## src/rtl/id_branch_unit.sv

```systemverilog
// IF/ID pipeline register with ARM B/BL resolution, flag-hazard stall FSM and wrong-path flush.
// Optional feature macro: ID_BRANCH_STATS_EN adds Taken_Count / Stall_Count outputs.
module id_branch_unit #(
   parameter int unsigned SR_STALL_CYCLES = 2
) (
   input  logic        clk,
   input  logic        reset,
   input  logic [31:0] PC_in,
   input  logic [31:0] Instruction_in,
   input  logic [3:0]  SR,
   input  logic        SR_Busy,
   input  logic        Hazard,
   output logic        Freeze,
   output logic        Branch_Taken,
   output logic [31:0] Branch_Addres,
   output logic [31:0] PC,
   output logic [31:0] Instruction,
`ifdef ID_BRANCH_STATS_EN
   output logic [31:0] Taken_Count,
   output logic [31:0] Stall_Count,
`endif
   output logic        Valid
);

   typedef enum logic [1:0] {RUN, STALL, EVAL} state_t;

   localparam logic [3:0] COND_AL    = 4'b1110;
   localparam logic [3:0] STALL_LOAD = 4'(SR_STALL_CYCLES - 1);

   state_t     state;
   logic [3:0] count;
   logic       is_br;
   logic       cond_pass;
   logic       stall_req;
   logic       stall_frz;
   logic       n_f, z_f, c_f, v_f;
   logic [31:0] offset;

   assign {n_f, z_f, c_f, v_f} = SR;

   assign is_br = Valid & (Instruction[27:25] == 3'b101);

   always_comb begin
      cond_pass = 1'b0;
      case (Instruction[31:28])
         4'b0000: cond_pass = z_f;
         4'b0001: cond_pass = !z_f;
         4'b0010: cond_pass = c_f;
         4'b0011: cond_pass = !c_f;
         4'b0100: cond_pass = n_f;
         4'b0101: cond_pass = !n_f;
         4'b0110: cond_pass = v_f;
         4'b0111: cond_pass = !v_f;
         4'b1000: cond_pass = c_f & !z_f;
         4'b1001: cond_pass = !c_f | z_f;
         4'b1010: cond_pass = (n_f == v_f);
         4'b1011: cond_pass = (n_f != v_f);
         4'b1100: cond_pass = !z_f & (n_f == v_f);
         4'b1101: cond_pass = z_f | (n_f != v_f);
         4'b1110: cond_pass = 1'b1;
         default: cond_pass = 1'b0;
      endcase
   end

   // The detect cycle itself must freeze, otherwise the branch would be
   // overwritten in IF/ID before the stall takes hold; it counts as the first
   // of the SR_STALL_CYCLES frozen cycles.
   assign stall_req = (state == RUN) & is_br & (Instruction[31:28] != COND_AL) & SR_Busy;
   assign stall_frz = stall_req | (state == STALL);

   assign offset = {{6{Instruction[23]}}, Instruction[23:0], 2'b00};

   assign Freeze        = !reset & (Hazard | stall_frz);
   assign Branch_Taken  = !reset & is_br & cond_pass & !Hazard & !stall_frz;
   assign Branch_Addres = reset ? 32'd0 : (PC + 32'd4 + offset);

   always_ff @(posedge clk) begin
      if (reset) begin
         PC          <= 32'd0;
         Instruction <= 32'd0;
         Valid       <= 1'b0;
      end else if (Branch_Taken) begin
         PC          <= 32'd0;
         Instruction <= 32'd0;
         Valid       <= 1'b0;
      end else if (!Freeze) begin
         PC          <= PC_in;
         Instruction <= Instruction_in;
         Valid       <= 1'b1;
      end
   end

   always_ff @(posedge clk) begin
      if (reset) begin
         state <= RUN;
         count <= 4'd0;
      end else begin
         case (state)
            RUN: begin
               if (stall_req) begin
                  state <= (SR_STALL_CYCLES == 1) ? EVAL : STALL;
                  count <= STALL_LOAD;
               end
            end
            STALL: begin
               count <= count - 4'd1;
               if (count == 4'd1) state <= EVAL;
            end
            // SR_Busy is not consulted here, so the same branch cannot re-stall.
            EVAL:    state <= RUN;
            default: state <= RUN;
         endcase
      end
   end

`ifdef ID_BRANCH_STATS_EN
   always_ff @(posedge clk) begin
      if (reset) begin
         Taken_Count <= 32'd0;
         Stall_Count <= 32'd0;
      end else begin
         if (Branch_Taken) Taken_Count <= Taken_Count + 32'd1;
         if (stall_frz)    Stall_Count <= Stall_Count + 32'd1;
      end
   end
`endif

endmodule

```

## config.mk

```make
export PLATFORM = sky130hd
export DESIGN_NAME = id_branch_unit
export DESIGN_NICKNAME = d
export VERILOG_FILES = /design/src/rtl/id_branch_unit.sv
export SDC_FILE = /design/constraint.sdc
export NUM_CORES = 1
export LEC_CHECK = 0
export BUFFER_PORTS_ARGS = -buffer_cell sky130_fd_sc_hd__buf_4
export CAP_MARGIN = 20
export CORE_AREA = 8 8 108 110
export CTS_CLUSTER_DIAMETER = 150
export DETAILED_ROUTE_END_ITERATION = 10
export DIE_AREA = 0 0 116 118
export HOLD_SLACK_MARGIN = 0.12
export PLACE_DENSITY_LB_ADDON = 0.25
export SLEW_MARGIN = 20
export SYNTH_ARGS = -nofsm -noshare
export SYNTH_HDL_FRONTEND = slang
export SYNTH_SLANG_ARGS = --single-unit
```

## constraint.sdc

```tcl
create_clock -name clk -period 4.1 [get_ports clk]
set_clock_uncertainty 0.15 [all_clocks]
set_input_delay 0.41 -clock clk [delete_from_list [all_inputs] [get_ports clk]]
set_output_delay 0.41 -clock clk [all_outputs]
set_load 0.1 [all_outputs]
```

==> results.rst, run 1 <==
.. list-table::
   :header-rows: 1

   * - Metric
     - Value
   * - Maximum clock frequency
     - 0.255 GHz
   * - Period utilization
     - 95.5%
   * - Finished Core Util
     - about two thirds
   * - Required arrival time at the worst endpoint
     - ~3.5 ns
   * - Static leakage
     - 3.10 nW
   * - Post-Syn Nets
     - 705
   * - H-tree levels
     - 3
   * - Shortest clock period the worst path allows after layout
     - approximately 4 ns
   * - Vias/cell
     - between 5 and 6
   * - Power density over the cells
     - 368 nW/um^2
   * - Worst VDD drop
     - ~0.00022 V
   * - Cells after synthesis
     - about 570
   * - Area overhead of the layout relative to synthesis
     - 34.1%
   * - Sort of element at the end of the critical path
     - primary output
   * - Number of buffers added by the clock tree synthesis step
     - 9
   * - Final antenna-violating net count
     - 0
   * - Post-synth EDFFs
     - 0
   * - Total negative setup slack
     - 0 ns
   * - Relative slew slack
     - ~52%
   * - Die Y-Extent
     - around 120 um
   * - Number of antenna violations at the first check in global routing
     - 0
   * - Clk sink count
     - a little over 70
   * - Placed instance area
     - ~6400 um^2
   * - Wire length of the first global-routing pass
     - about 22000 um
   * - Ports placed on the boundary
     - 171
   * - Clock tree from TritonCTS
     - built
   * - FFs w/ async S/R, synth
     - 0%
   * - Router iterations before antenna repair
     - 4
   * - Number of endpoints failing setup at the final stage
     - 0
   * - Total global-route track usage
     - 19.5%
   * - Total Power Consumption
     - about 0.0024 W
   * - Most common cell after layout, fill and taps aside
     - sky130_fd_sc_hd__buf_4
   * - Most frequent cells in the layout
     - sky130_fd_sc_hd__buf_4 (173), sky130_fd_sc_hd__nor2_1 (81), sky130_fd_sc_hd__mux2i_1 (64)
   * - Fill count
     - 854
   * - Maximum number of pins on one net before global-route repair
     - 66
   * - Cell area after synthesis
     - around 5000 um^2
   * - GPL Wtd Cong
     - slightly above 0.8
   * - Maximum buffer depth of the clock tree
     - 2
   * - Sum of routed wire length over all layers
     - 13500 um
   * - Core area
     - between 9000 and 10000 um^2
   * - Outcome
     - finished, final reports clean
   * - Transition time of the tightest slew-check pin
     - 0.725 ns
   * - Number of global-route vias before repair
     - approximately 4700
   * - Placed Instances
     - around 850
   * - Number of input and output port buffers inserted
     - between 150 and 200
   * - Final std cell area, no fill
     - approximately 6600 um^2
   * - Clock-pin slew of the registers on the worst-case setup and hold paths
     - 0.08 ns
   * - Number of inserted diodes
     - 0
   * - R2r setup slk
     - approximately 1.7 ns
   * - Share of final-layout standard cells stronger than drive strength 1
     - between 30% and 40%
   * - Remaining global-route overflow
     - 0
   * - Multi-input gate area in the final layout
     - between 3000 and 4000 um^2
   * - Routed length per placed instance
     - about 15 um
   * - # Max-Cap Violations
     - 0
   * - Initial DRC Count
     - between 150 and 200
   * - Clk Tree Root Cell
     - sky130_fd_sc_hd__clkbuf_8
   * - Final Hold Violating Endpoints
     - 0
   * - Critical path start-end classification
     - flip-flop to primary output
   * - Avg Inst Size Synth
     - 8.65 um^2
   * - Floorplan row count
     - 37
   * - Overall die area
     - approximately 14000 um^2
   * - Final-stage net count
     - roughly 860
   * - HPWL after DPL
     - between 10000 and 15000 um
   * - Max-slew violation count
     - 0
   * - Part of the Yosys area used for sequential elements
     - 28.7%
   * - Latest clock arrival within the worst-skew pair
     - 0.35 ns
   * - DRC errors left
     - 0
   * - Total number of vias
     - around 4600
   * - Unique cell type count in the Yosys netlist
     - between 50 and 60
   * - Top_reg_cell synth
     - sky130_fd_sc_hd__dfxtp_1
   * - Initial core utilization
     - about half
   * - Sequential Area
     - 1430 um^2
   * - Synth Register Bits
     - a little over 70
   * - Worst min-delay path class
     - input port to flip-flop
   * - Worst Setup Start Kind
     - flip-flop
   * - Setup repair after global routing missed its margin
     - no
   * - Arrival time reported for the critical path endpoint
     - 3.36 ns
   * - Crit path max fanout
     - 4
   * - Final std cells w/o fill
     - 873
   * - Die Width
     - approximately 120 um
   * - Number of synthesis warnings
     - 0
report_power, final:
part | internal [W] | total (W) | leakage (nW) | switching [W]
Combinational | 0.000303 | 0.00114 | 2.43 | 0.000838
Sequential | 0.000734 | 0.000775 | 0.590 | 0.0000410
Clock | 0.000250 | 0.000531 | 0.0873 | 0.000281
registers in the layout, summed over array words and instances, names as in the netlist:
signal       cells
Instruction     32
PC              32
count            4
state            2
Valid            1
Yosys cell counts (all sizes together) (4+ instances only):
master	n	share of area (%)
a21oi	30	3.0
or3	4	0.50
inv	9	0.68
xor2	6	1.1
nor3	17	1.8
o21a	8	1.2
nand2b	5	0.63
nor2	115	9.9
a21o	7	1.1
a211oi	5	0.76
nor2b	16	2.0
buf	19	2.8
a31oi	4	0.50
xnor2	14	2.5
nand2	33	2.5
o211ai	5	0.76
mux2i	64	13
mux2	6	1.4
o21ai	18	1.8
ha	59	15
clkbuf	10	0.76
nand4	4	0.50
nand3	9	0.91
and3	4	0.50
dfxtp	71	29
final timing paths:
path | from | endpoint | cells past startpoint
setup / recovery | PC[3]$_SDFFE_PP0N_ | Branch_Addres[27] | 12
hold / removal | Instruction_in[5] | Instruction[5]$_SDFFE_PP0N_ | 3
setup reg to reg | Instruction[28]$_SDFFE_PP0N_ | PC[17]$_SDFFE_PP0N_ | 7
hold reg to reg | Instruction[0]$_SDFFE_PP0N_ | Instruction[0]$_SDFFE_PP0N_ | 2
cell type report:
| class | instances | area share, % |
|---|---|---|
| Clock buffer | 11 | 2.28 |
| Clock inverter | 5 | 0.490 |
| Timing Repair Buffer | 177 | 20.3 |
| Tap cell | 136 | 2.56 |
| Multi-Input combinational cell | 464 | 52.3 |
| Sequential cell | 71 | 21.5 |
| Inverter | 9 | 0.508 |
worst max-delay path, stage by stage, from the launching register on:
cell,delay [ns]
sky130_fd_sc_hd__dfxtp_2,0.33
sky130_fd_sc_hd__ha_1,0.28
sky130_fd_sc_hd__ha_1,0.18
sky130_fd_sc_hd__inv_1,0.06
sky130_fd_sc_hd__fa_1,0.38
sky130_fd_sc_hd__and2b_2,0.25
sky130_fd_sc_hd__o2111ai_2,0.16
sky130_fd_sc_hd__a21boi_2,0.25
sky130_fd_sc_hd__o221ai_4,0.18
sky130_fd_sc_hd__a31oi_4,0.27
sky130_fd_sc_hd__a31oi_1,0.12
sky130_fd_sc_hd__mux2_1,0.35
sky130_fd_sc_hd__buf_6,0.19
what timing repair did:
action / in CTS / in global routing
setup buffers: 0 / 2
resized for setup: 1 / 10
hold buffers: 1 / 1
endpoints found under the setup margin: 1 / 5
pin swaps: 0 / 2
hold endpoints to repair: 1 / 1
logic make-up after synthesis:
kind of cell | Yosys count | share of synthesized area [%]
AOI/OAI and AO/OA | 94 | 12.3
xor gates and xnor gates | 20 | 3.54
adders and majority gates | 60 | 15.3
buffers and inverters | 38 | 4.19
DFF | 71 | 28.7
muxes | 71 | 14.7
and+or+nand+nor | 219 | 21.2
metal layers:
metal  GRT usage (%)  routed length (um)  vias up
met3            6.46                 982       11
met5               0                   0        -
met1            22.4                5630     2131
met4            4.14                 128        0
li1                -                   -     2340
met2            33.8                6760      138
per-stage QoR:
stage	hold slack (ns)	setup slack, ns
3_5_place_dp	0.346	0.410
6_report	0.136	0.184
4_1_cts	0.121	0.0280
2_1_floorplan	0.320	-0.351
3_3_place_gp	0.334	0.498
5_1_grt	0.123	0.0183
No activity file was read; power rests on OpenSTA's default activity.
==> run 2: changes to the inputs <==
--- a/config.mk
+++ b/config.mk
@@ -7,10 +7,10 @@
 export LEC_CHECK = 0
 export BUFFER_PORTS_ARGS = -buffer_cell sky130_fd_sc_hd__buf_4
 export CAP_MARGIN = 20
-export CORE_AREA = 8 8 108 110
+export CORE_AREA = 8 8 98 122
 export CTS_CLUSTER_DIAMETER = 150
 export DETAILED_ROUTE_END_ITERATION = 10
-export DIE_AREA = 0 0 116 118
+export DIE_AREA = 0 0 106 130
 export HOLD_SLACK_MARGIN = 0.12
 export PLACE_DENSITY_LB_ADDON = 0.25
 export SLEW_MARGIN = 20
==> results.rst, run 2 (synthesis gave the netlist of run 1 again) <==
.. list-table::
   :header-rows: 1

   * - Metric
     - Value
   * - Outcome
     - finished, final reports clean (unchanged)
   * - Clock tree from TritonCTS
     - built (unchanged)
   * - Arrival time reported for the critical path endpoint
     - 3.35 ns (was 3.36 ns)
   * - Number of endpoints failing setup at the final stage
     - 0 (unchanged)
   * - Finished Core Util
     - 67.7% (was 66.4%)
   * - Placed Instances
     - 846 (was 853)
   * - Initial DRC Count
     - 152 (was 170)
   * - Most frequent cells in the layout
     - sky130_fd_sc_hd__buf_4 (170), sky130_fd_sc_hd__nor2_1 (81), sky130_fd_sc_hd__mux2i_1 (64) (was sky130_fd_sc_hd__buf_4 (173), sky130_fd_sc_hd__nor2_1 (81), sky130_fd_sc_hd__mux2i_1 (64))
   * - Total Power Consumption
     - 0.00282 W (was 0.00245 W)
   * - Highest layer used for signal routing
     - met4 (unchanged)
   * - Floorplan row count
     - 41 (was 37)
   * - Maximum number of pins on one net before global-route repair
     - 51 (was 66)
   * - Clock-pin slew of the registers on the worst-case setup and hold paths
     - 0.06 ns (was 0.08 ns)
   * - Number of buffers added by the clock tree synthesis step
     - 9 (unchanged)
   * - Sort of element at the end of the critical path
     - primary output (unchanged)
   * - Number of global-route vias before repair
     - 4670 (was 4677)
   * - Initial core utilization
     - 49.5% (about the same)
   * - Most common cell after layout, fill and taps aside
     - sky130_fd_sc_hd__buf_4 (unchanged)
   * - Maximum clock frequency
     - 0.256 GHz (was 0.255 GHz)
   * - Number of cells on the critical path
     - 12 (unchanged)
   * - Total negative setup slack
     - 0 ns (unchanged)
   * - HPWL after DPL
     - 10500 um (about the same)
   * - Number of inserted diodes
     - 0 (unchanged)
   * - Cell type of the slowest stage on the worst timing path
     - sky130_fd_sc_hd__fa_1 (unchanged)
   * - Largest stage delay on the critical path
     - 0.39 ns (was 0.38 ns)
   * - Worst hold stages
     - 3 (unchanged)
   * - Routed length per placed instance
     - 15.6 um (was 15.5 um)
   * - Total global-route track usage
     - 19.1% (was 19.5%)
   * - Number of antenna violations at the first check in global routing
     - 0 (unchanged)
   * - Vias/cell
     - 5.37 (was 5.29)
   * - H-tree levels
     - 3 (unchanged)
   * - Final Hold Violating Endpoints
     - 0 (unchanged)
   * - Worst min-delay path class
     - input port to flip-flop (unchanged)
   * - Setup repair after global routing missed its margin
     - no (unchanged)
   * - Required arrival time at the worst endpoint
     - 3.54 ns (about the same)
   * - GPL Wtd Cong
     - 0.880 (was 0.820)
   * - Latest clock arrival within the worst-skew pair
     - 0.33 ns (was 0.35 ns)
   * - Transition time of the tightest slew-check pin
     - 0.852 ns (was 0.725 ns)
   * - Max-slew violation count
     - 0 (unchanged)
   * - Final-stage net count
     - 861 (was 864)
   * - Static leakage
     - 3.18 nW (was 3.10 nW)
   * - Shortest clock period the worst path allows after layout
     - 3.91 ns (was 3.92 ns)
   * - Share of final-layout standard cells stronger than drive strength 1
     - 34.6% (about the same)
   * - Core area
     - 10000 um^2 (about the same)
   * - Router iterations before antenna repair
     - 4 (unchanged)
   * - Die Y-Extent
     - 130 um (was 118 um)
   * - Critical path start-end classification
     - flip-flop to primary output (unchanged)
   * - Ports placed on the boundary
     - 171 (unchanged)
   * - Worst Setup Start Kind
     - flip-flop (unchanged)
   * - Overall die area
     - 13800 um^2 (was 13700 um^2)
   * - DRT met1 WL
     - 5510 um (was 5630 um)
   * - Final antenna-violating net count
     - 0 (unchanged)
   * - Total number of vias
     - 4635 (was 4620)
   * - Maximum buffer depth of the clock tree
     - 2 (unchanged)
   * - # Max-Cap Violations
     - 0 (unchanged)
   * - Clk Tree Root Cell
     - sky130_fd_sc_hd__clkbuf_16 (was sky130_fd_sc_hd__clkbuf_8)
   * - DRC errors left
     - 0 (unchanged)
   * - Wire length of the first global-routing pass
     - 21800 um (was 22200 um)
   * - Sum of met2 wire segment lengths after detailed routing
     - 6630 um (was 6760 um)
   * - Setup slack after placement
     - 0.385 ns (was 0.410 ns)
   * - Worst VDD drop
     - 0.000251 V (was 0.000215 V)
   * - Crit path max fanout
     - 4 (unchanged)
   * - Power density over the cells
     - 416 nW/um^2 (was 368 nW/um^2)
   * - Final std cells w/o fill
     - 863 (was 873)
   * - Sum of routed wire length over all layers
     - 13500 um (about the same)
   * - Clk sink count
     - 71 (unchanged)
   * - Die Width
     - 106 um (was 116 um)
   * - Top flop regs
     - Instruction x32, PC x32, count x4 (unchanged)
   * - Number of input and output port buffers inserted
     - 170 (unchanged)
   * - Critical path cell sequence
     - ha_1 > ha_1 > inv_1 > fa_1 > and2b_2 > o2111ai_2 > a21boi_2 > o221ai_4 > a31oi_2 > a211oi_2 > mux2_1 > buf_4 (was ha_1 > ha_1 > inv_1 > fa_1 > and2b_2 > o2111ai_2 > a21boi_2 > o221ai_4 > a31oi_4 > a31oi_1 > mux2_1 > buf_6)
   * - Crit path buf inv count
     - 2 (unchanged)
   * - Reg2reg path depth
     - 6 (was 7)
   * - Remaining global-route overflow
     - 0 (unchanged)
   * - Period utilization
     - 95.3% (was 95.5%)
   * - Relative slew slack
     - 42.9% (was 51.7%)
   * - Area overhead of the layout relative to synthesis
     - 36.7% (was 34.1%)
   * - Cell family contributing the most delay on the critical path
     - compound AO/OA/AOI/OAI gates (unchanged)
   * - Final worst slack
     - 0.191 ns (was 0.184 ns)
   * - Most used cell along the critical path
     - sky130_fd_sc_hd__ha_1 (unchanged)
   * - WL met3
     - 1050 um (was 982 um)
[run 2: cell types whose count changed in the layout (fill, tap and decap cells not counted), moves of 2 or more]
cell                            delta
sky130_fd_sc_hd__buf_4             -3
sky130_fd_sc_hd__bufinv_16         +3
sky130_fd_sc_hd__clkbuf_16         +9
sky130_fd_sc_hd__clkbuf_8         -11
sky130_fd_sc_hd__clkinv_4          +3
sky130_fd_sc_hd__clkinvlp_4        -3
sky130_fd_sc_hd__dlygate4sd3_1     -2
[run 2: layout make-up]
class	count	area, um^2
timing repair buffer	174	1340
fill	820	3230
tap	129	161
inverter	9	33.8
clock inverter	7	121
sequential	71	1430
clock buffer	9	225
multi-input combinational	464	3460
[run 2: worst reg2reg max path: stages (launching register included)]
cell and delay (ns):
sky130_fd_sc_hd__dfxtp_1 0.49, sky130_fd_sc_hd__mux4_2 0.55, sky130_fd_sc_hd__xnor2_1 0.14, sky130_fd_sc_hd__nand2_1 0.10, sky130_fd_sc_hd__a41o_2 0.67, sky130_fd_sc_hd__buf_12 0.28, sky130_fd_sc_hd__nor2_1 0.10
[run 2: per-stage QoR]
| stage | instance area [um^2] | hold slack, ns |
|---|---|---|
| after floorplan | 5050 | 0.320 |
| after global placement | 6360 | 0.331 |
| after detailed placement | 6360 | 0.342 |
| after CTS | 6720 | 0.147 |
| after global routing | 6770 | 0.153 |
| final | 6770 | 0.155 |
[run 2: timing repair]
| action | 4_1_cts | 5_1_grt |
|---|---|---|
| endpoints found under the setup margin | 1 | 5 |
| setup buffers | 0 | 1 |
| hold buffers | 0 | 0 |
| resized for setup | 1 | 10 |
| pin swaps | 0 | 3 |
[run 2: path summary, 6_finish.rpt]
| check | startpoint | endpoint | slack [ns] |
|---|---|---|---|
| worst max-delay path | PC[3]$_SDFFE_PP0N_ | Branch_Addres[29] | 0.19 |
| worst min-delay path | PC_in[13] | PC[13]$_SDFFE_PP0N_ | 0.16 |
| worst max register to register | Instruction[29]$_SDFFE_PP0N_ | PC[27]$_SDFFE_PP0N_ | 1.50 |
| worst min register to register | Instruction[0]$_SDFFE_PP0N_ | Instruction[0]$_SDFFE_PP0N_ | 0.35 |
[run 2: report_power, final]
part           leakage (nW)  internal [W]  switching, W
sequential            0.590      0.000735     0.0000409
clock                 0.170      0.000596      0.000303
combinational          2.42      0.000304      0.000839
[run 2: per-layer routing]
layer  track usage (%)  up-vias
met5                 0        -
li1                  -     2344
met3              6.71       22
met2              33.8      146
met4              7.39        0
met1              20.5     2123
